--- src/rtl/rv32_mod_branch_unit_if.sv ---
// rv32_mod_branch_unit_if: fetch prediction and execute resolution signals of the branch unit
interface rv32_mod_branch_unit_if #(
   parameter int XLEN = 32
);
   logic            pred_req;
   logic [XLEN-1:0] pred_pc;
   logic            pred_ack;
   logic            pred_taken;
   logic            ex_valid;
   logic [XLEN-1:0] ex_pc;
   logic [XLEN-1:0] rf_read0;
   logic [XLEN-1:0] rf_read1;
   logic [2:0]      cond;
   logic            is_cond;
   logic            is_jmp;
   logic            ex_pred_taken;
   logic            branch_taken;
   logic            cond_illegal;
   logic            mispredict;
   modport master (
      output pred_req, pred_pc, ex_valid, ex_pc, rf_read0, rf_read1, cond, is_cond, is_jmp, ex_pred_taken,
      input  pred_ack, pred_taken, branch_taken, cond_illegal, mispredict
   );
   modport slave (
      input  pred_req, pred_pc, ex_valid, ex_pc, rf_read0, rf_read1, cond, is_cond, is_jmp, ex_pred_taken,
      output pred_ack, pred_taken, branch_taken, cond_illegal, mispredict
   );
endinterface

--- src/rtl/rv32_mod_branch_unit.sv ---
// rv32_mod_branch_unit: branch resolution, BHT prediction and mispredict flush; BRANCH_STATS_EN adds stat counters
module rv32_mod_branch_unit #(
   parameter int XLEN        = 32,
   parameter int BHT_ENTRIES = 64,
   parameter int CNT_BITS    = 2,
   parameter int PC_LSB      = 1
) (
   input  logic                  clk,
   input  logic                  rst,
`ifdef BRANCH_STATS_EN
   output logic [31:0]           stat_branches,
   output logic [31:0]           stat_mispredicts,
`endif
   rv32_mod_branch_unit_if.slave bus
);
   localparam int IDX_W = $clog2(BHT_ENTRIES);
   localparam logic [CNT_BITS-1:0] WNT = CNT_BITS'((1 << (CNT_BITS - 1)) - 1);
   localparam logic [CNT_BITS-1:0] MAX = '1;

   logic [CNT_BITS-1:0] bht [BHT_ENTRIES];
   logic                satisfied, upd, accepted, mis_next, pred_msb;
   logic [IDX_W-1:0]    upd_idx, pred_idx;
   logic [CNT_BITS-1:0] cur, nxt;
   logic                unused;

   assign unused = ^{bus.pred_pc, bus.ex_pc};

   // condition decode, resolution, counter update value and write-first prediction read
   always_comb begin
      satisfied = bus.cond[2]
         ? ((bus.cond[1] ? (bus.rf_read0 < bus.rf_read1)
                         : ($signed(bus.rf_read0) < $signed(bus.rf_read1))) ^ bus.cond[0])
         : (~bus.cond[1] & ((bus.rf_read0 == bus.rf_read1) ^ bus.cond[0]));
      bus.cond_illegal = bus.ex_valid & bus.is_cond & ~bus.is_jmp & (bus.cond[2:1] == 2'b01);
      bus.branch_taken = bus.ex_valid & (bus.is_jmp | (bus.is_cond & satisfied));
      upd = bus.ex_valid & bus.is_cond & ~bus.is_jmp & ~bus.cond_illegal;
      accepted = upd | (bus.ex_valid & bus.is_jmp);
      mis_next = upd ? (bus.branch_taken != bus.ex_pred_taken)
                     : (bus.ex_valid & bus.is_jmp & ~bus.ex_pred_taken);
      upd_idx = bus.ex_pc[PC_LSB +: IDX_W];
      pred_idx = bus.pred_pc[PC_LSB +: IDX_W];
      cur = bht[upd_idx];
      nxt = bus.branch_taken ? ((cur == MAX) ? cur : cur + 1'b1)
                             : ((cur == '0) ? cur : cur - 1'b1);
      pred_msb = (upd && upd_idx == pred_idx) ? nxt[CNT_BITS-1] : bht[pred_idx][CNT_BITS-1];
   end

   // BHT training plus registered prediction and mispredict pulse
   always_ff @(posedge clk) begin
      if (rst) begin
         for (int i = 0; i < BHT_ENTRIES; i++) bht[i] <= WNT;
         bus.pred_ack   <= 1'b0;
         bus.pred_taken <= 1'b0;
         bus.mispredict <= 1'b0;
      end else begin
         if (upd) bht[upd_idx] <= nxt;
         bus.pred_ack   <= bus.pred_req;
         bus.pred_taken <= bus.pred_req & pred_msb;
         bus.mispredict <= mis_next;
      end
   end

`ifdef BRANCH_STATS_EN
   // saturating resolution and mispredict counters, aligned with the mispredict pulse
   always_ff @(posedge clk) begin
      if (rst) begin
         stat_branches    <= '0;
         stat_mispredicts <= '0;
      end else begin
         if (accepted && stat_branches != '1) stat_branches <= stat_branches + 32'd1;
         if (mis_next && stat_mispredicts != '1) stat_mispredicts <= stat_mispredicts + 32'd1;
      end
   end
`else
   logic unused_acc;
   assign unused_acc = accepted;
`endif
endmodule

--- src/flat_wrapper.sv ---
// flat-port wrapper written by rule: the top's interface ports become plain ports
module rv32_mod_branch_unit_flat 
#(
   parameter int XLEN        = 32,
   parameter int BHT_ENTRIES = 64,
   parameter int CNT_BITS    = 2,
   parameter int PC_LSB      = 1
)
  (clk, rst, bus_pred_req, bus_pred_pc, bus_ex_valid, bus_ex_pc, bus_rf_read0, bus_rf_read1, bus_cond, bus_is_cond, bus_is_jmp, bus_ex_pred_taken, bus_pred_ack, bus_pred_taken, bus_branch_taken, bus_cond_illegal, bus_mispredict);
  rv32_mod_branch_unit_if #(.XLEN(XLEN)) bus_i ();
  input  logic clk;
  input  logic rst;
  input wire logic [$bits(bus_i.pred_req)-1:0] bus_pred_req;
  input wire logic [$bits(bus_i.pred_pc)-1:0] bus_pred_pc;
  input wire logic [$bits(bus_i.ex_valid)-1:0] bus_ex_valid;
  input wire logic [$bits(bus_i.ex_pc)-1:0] bus_ex_pc;
  input wire logic [$bits(bus_i.rf_read0)-1:0] bus_rf_read0;
  input wire logic [$bits(bus_i.rf_read1)-1:0] bus_rf_read1;
  input wire logic [$bits(bus_i.cond)-1:0] bus_cond;
  input wire logic [$bits(bus_i.is_cond)-1:0] bus_is_cond;
  input wire logic [$bits(bus_i.is_jmp)-1:0] bus_is_jmp;
  input wire logic [$bits(bus_i.ex_pred_taken)-1:0] bus_ex_pred_taken;
  output wire logic [$bits(bus_i.pred_ack)-1:0] bus_pred_ack;
  output wire logic [$bits(bus_i.pred_taken)-1:0] bus_pred_taken;
  output wire logic [$bits(bus_i.branch_taken)-1:0] bus_branch_taken;
  output wire logic [$bits(bus_i.cond_illegal)-1:0] bus_cond_illegal;
  output wire logic [$bits(bus_i.mispredict)-1:0] bus_mispredict;
  assign bus_i.pred_req = bus_pred_req;
  assign bus_i.pred_pc = bus_pred_pc;
  assign bus_i.ex_valid = bus_ex_valid;
  assign bus_i.ex_pc = bus_ex_pc;
  assign bus_i.rf_read0 = bus_rf_read0;
  assign bus_i.rf_read1 = bus_rf_read1;
  assign bus_i.cond = bus_cond;
  assign bus_i.is_cond = bus_is_cond;
  assign bus_i.is_jmp = bus_is_jmp;
  assign bus_i.ex_pred_taken = bus_ex_pred_taken;
  assign bus_pred_ack = bus_i.pred_ack;
  assign bus_pred_taken = bus_i.pred_taken;
  assign bus_branch_taken = bus_i.branch_taken;
  assign bus_cond_illegal = bus_i.cond_illegal;
  assign bus_mispredict = bus_i.mispredict;
  rv32_mod_branch_unit #(.XLEN(XLEN), .BHT_ENTRIES(BHT_ENTRIES), .CNT_BITS(CNT_BITS), .PC_LSB(PC_LSB)) u_core (.clk(clk), .rst(rst), .bus(bus_i));
endmodule
--- config.mk ---
export PLATFORM = sky130hd
export DESIGN_NAME = rv32_mod_branch_unit_flat
export DESIGN_NICKNAME = d
export VERILOG_FILES = /design/src/rtl/rv32_mod_branch_unit_if.sv /design/src/rtl/rv32_mod_branch_unit.sv /design/src/flat_wrapper.sv
export SDC_FILE = /design/constraint.sdc
export NUM_CORES = 1
export LEC_CHECK = 0
export BUFFER_PORTS_ARGS = -buffer_cell sky130_fd_sc_hd__buf_2
export CORE_UTILIZATION = 40
export CTS_BUF_LIST = sky130_fd_sc_hd__clkbuf_8 sky130_fd_sc_hd__clkbuf_16
export DETAILED_ROUTE_END_ITERATION = 8
export MAX_ROUTING_LAYER = met4
export PLACE_DENSITY = 0.64
export SLEW_MARGIN = 15
export SYNTH_ARGS = -nofsm -noshare
export SYNTH_HDL_FRONTEND = slang
export SYNTH_SLANG_ARGS = --single-unit
--- constraint.sdc ---
create_clock -name clk -period 4.07 [get_ports clk]
set_clock_uncertainty 0.05 [all_clocks]
set_input_delay 1.0175 -clock clk [delete_from_list [all_inputs] [get_ports clk]]
set_output_delay 1.0175 -clock clk [all_outputs]
set_load 0.005 [all_outputs]
==> run_results.csv <==
group,metric,value,unit
clock_tree,clk_pin_slew,50,ps
setup_path,crit_arrival,3150,ps
finish,layout_common_cells,"edfxtp_1, buf_2, nor2_1",
routing,drtPass1Iterations,4,
global_routing,grt_pass1_vias,6543,
worst_hold_path,hold_path_startpoint,"bus_pred_req",
setup_path,crit_type,"in -> out",
routing,vias_per_cell,5.64,
finish,final_nets,1036,
synth,synth_top_area_frac,0.436,
sta,tightest_slew,729,ps
global_routing,antenna_found_initial,0,
setup_path,end_kind,"output port",
clock_tree,worstSkewPairLatency,430,ps
routing,totalWireLength,23.6,mm
place,io_buffers,90,
clock_tree,cts_sinks,131,
sta,post-route-min-period,4220,ps
finish,stdcell_count,1154,
clock_tree,clk_path_buf_depth,2,
floorplan,io_pins,143,
clock_tree,ctsHoldBuffers,0,
place,dp.cells,1122,
outcome,outcome,"complete, but fails checks",
finish,fillers,1865,
setup_path,r2r-start,"u_core.bht[29][1]",
worst_hold_path,hold_depth,3,
sta,max_freq,0.237,GHz
global_routing,grt_max_degree,42,
sta,slew_headroom,0.513,
power_and_ir_drop,power.leakage,3.79,nW
routing,drt_iter0_drc,453,
floorplan,rows,53,
setup_path,startpoint_type,"input pin",
setup_path,r2r_end,"u_core.bht[63][0]",
synth,syn_area_per_cell,11.6,um^2
synth,synth_flop_cell,"edfxtp_1",
synth,synth_top_area_cell,"edfxtp_1",
sta,report.final.hold_viol_count,0,
floorplan,die_x,151,um
power_and_ir_drop,clkPwrFrac,0.399,
finish,final_common_cell,"edfxtp_1",
sta,worst_slack,-150,ps
floorplan,core_area,21400,um^2
clock_tree,cts_buffers,17,
power_and_ir_drop,p_comb_frac,0.201,
routing,ant_nets,0,
worst_hold_path,hold_class,"in -> reg",
synth,synth_cell_types,73,
synth,syn_nets,932,
global_routing,track_usage,0.227,
worst_hold_path,min_to,"u_core.bus.pred_ack",
synth,synth-seq-cells,131,
clock_tree,cts_tree,"built",
place,hpwl,16.9,mm
synth,synth_area,8820,um^2
clock_tree,cts-root-buf,"clkbuf_16",
sta,finalCritPeriodShare,1.04,
finish,fin_util,0.502,
sta,setup_violations,1,
power_and_ir_drop,netSwitchingPower,1.01,mW
sta,rsz0062_at_grt,"true",
finish,drive_gt1_frac,0.454,
floorplan,die_h,151,um
synth,synthCells,762,
floorplan,die-area,22700,um^2
place,pre_cts_slack,-261,ps
setup_path,reg2reg_slack,1270,ps
sta,drv_slew,0,
finish,antennaDiodeCount,0,
routing,drc,0,
power_and_ir_drop,power_switching_share,0.263,
synth,synth-edff-count,128,
power_and_ir_drop,pwr-share-seq,0.399,
setup_path,path_max_fanout,4,
job,cap_violations,0,
global_routing,overflow,0,
place,gp_congestion,0.832,
synth,synth_area_leaders,"edfxtp_1, mux4_2, o21ai_2",
global_routing,grt_pass1_wl,36.8,mm
power_and_ir_drop,p_int,2.82,mW
outcome,violations,"negative setup slack",
clock_tree,post-cts-setup-buffer-count,0,
sta,final.setup.tns,-150,ps
setup_path,worstPathRequired,3000,ps
power_and_ir_drop,ir_drop,0.283,mV
routing,num_vias,6508,
power_and_ir_drop,p_per_area,357,nW/um^2
sta,whs,826,ps
synth,yosysSeqAreaShare,0.442,
synth,yosys_warnings,0,
setup_path,r2r_cells,9,
clock_tree,htreeDepth,4,
routing,wl_per_cell,20.4,um
finish,syn2layout_area_growth,21.5,%
synth,synth-async-reset-ratio,0,
floorplan,start_util,0.413,
repair_timing:
| item | in CTS | in global routing |
|---|---|---|
| setup endpoints to repair | 1 | 1 |
| gates resized for setup | 9 | 3 |
| pin swaps | 2 | 1 |
through the flow:
step / instance area, um^2 / power, mW
global route: 10700 / 3.94
CTS: 10700 / 3.83
finish: 10700 / 3.82
detailed placement: 10100 / 2.32
floorplan: 9020 / 2.01
global placement: 10100 / 2.31
layout make-up:
type	instances	area (um^2)	area share
Clock inverter	13	131	0.0123
Timing Repair Buffer	147	1090	0.102
Multi-Input combinational cell	531	4650	0.434
Clock buffer	19	453	0.0422
Inverter	38	145	0.0135
Sequential cell	131	3900	0.364
Tap cell	275	344	0.0321
worst max path at each step:
stage / startpoint / end / slack, ps / cells after the start
finish: bus_rf_read1[22] / bus_branch_taken / -150 / 11
global route: bus_rf_read0[27] / bus_branch_taken / -250 / 10
CTS: bus_rf_read1[22] / bus_branch_taken / -150 / 11
detailed placement: bus_rf_read0[17] / bus_branch_taken / -260 / 10
global placement: bus_rf_read0[17] / bus_branch_taken / -240 / 10
floorplan: bus_rf_read1[17] / bus_branch_taken / 4 / 9
critical path, stage by stage:
cell     delay (ps)
buf_2           110
inv_2            50
ha_4            190
nand4_1         120
nor3_2           60
a221o_1         340
or3_4           370
mux2_4          340
mux2i_4         190
or2_4           240
buf_6           120
flip-flops by register name, indices dropped and copies added, names as in the netlist:
register,flops
u_core.bht,128
u_core.bus.mispredict,1
u_core.bus.pred_ack,1
u_core.bus.pred_taken,1
cells by family (layout without fill, tap and decap cells):
kind of cell,count (synthesis),after routing,synth area share
compound gates,176,176,0.154
xor+xnor,6,6,0.00596
fa+ha+maj,32,32,0.0454
buf+inv,100,217,0.0560
flops,131,131,0.442
mux,71,71,0.139
simple gates,246,246,0.158
layer usage:
layer,GRT usage,part of all wire,vias to the layer above
met1,0.281,0.42,3191
met4,0.0859,0.026,0
li1,-,-,3066
met2,0.373,0.50,200
met5,-,0,-
met3,0.0358,0.056,51
Yosys cell counts (8+ instances only):
cell type and count:
mux4_2 39, a21boi_1 27, nand3_1 9, inv_1 36, edfxtp_1 128, a21oi_1 20
o21ai_0 11, buf_6 10, clkbuf_1 23, nand2_1 29, a21boi_0 14, or2_2 62
nand2b_1 9, nor4_2 10, nor4_1 8, mux2i_1 23, ha_1 32, nand4_1 8
nor2_1 73, o21ai_1 11, buf_2 19, o21ai_2 46
power by group through the flow:
stage                     Clock (mW)  Combinational, mW  Sequential, mW
final                           1.53              0.770            1.53
after global routing            1.58              0.828            1.53
after CTS                       1.53              0.772            1.53
after detailed placement           0              0.764            1.55
after global placement             0              0.757            1.55
after floorplan                    0              0.471            1.54
(Power assumes the default switching activity.)
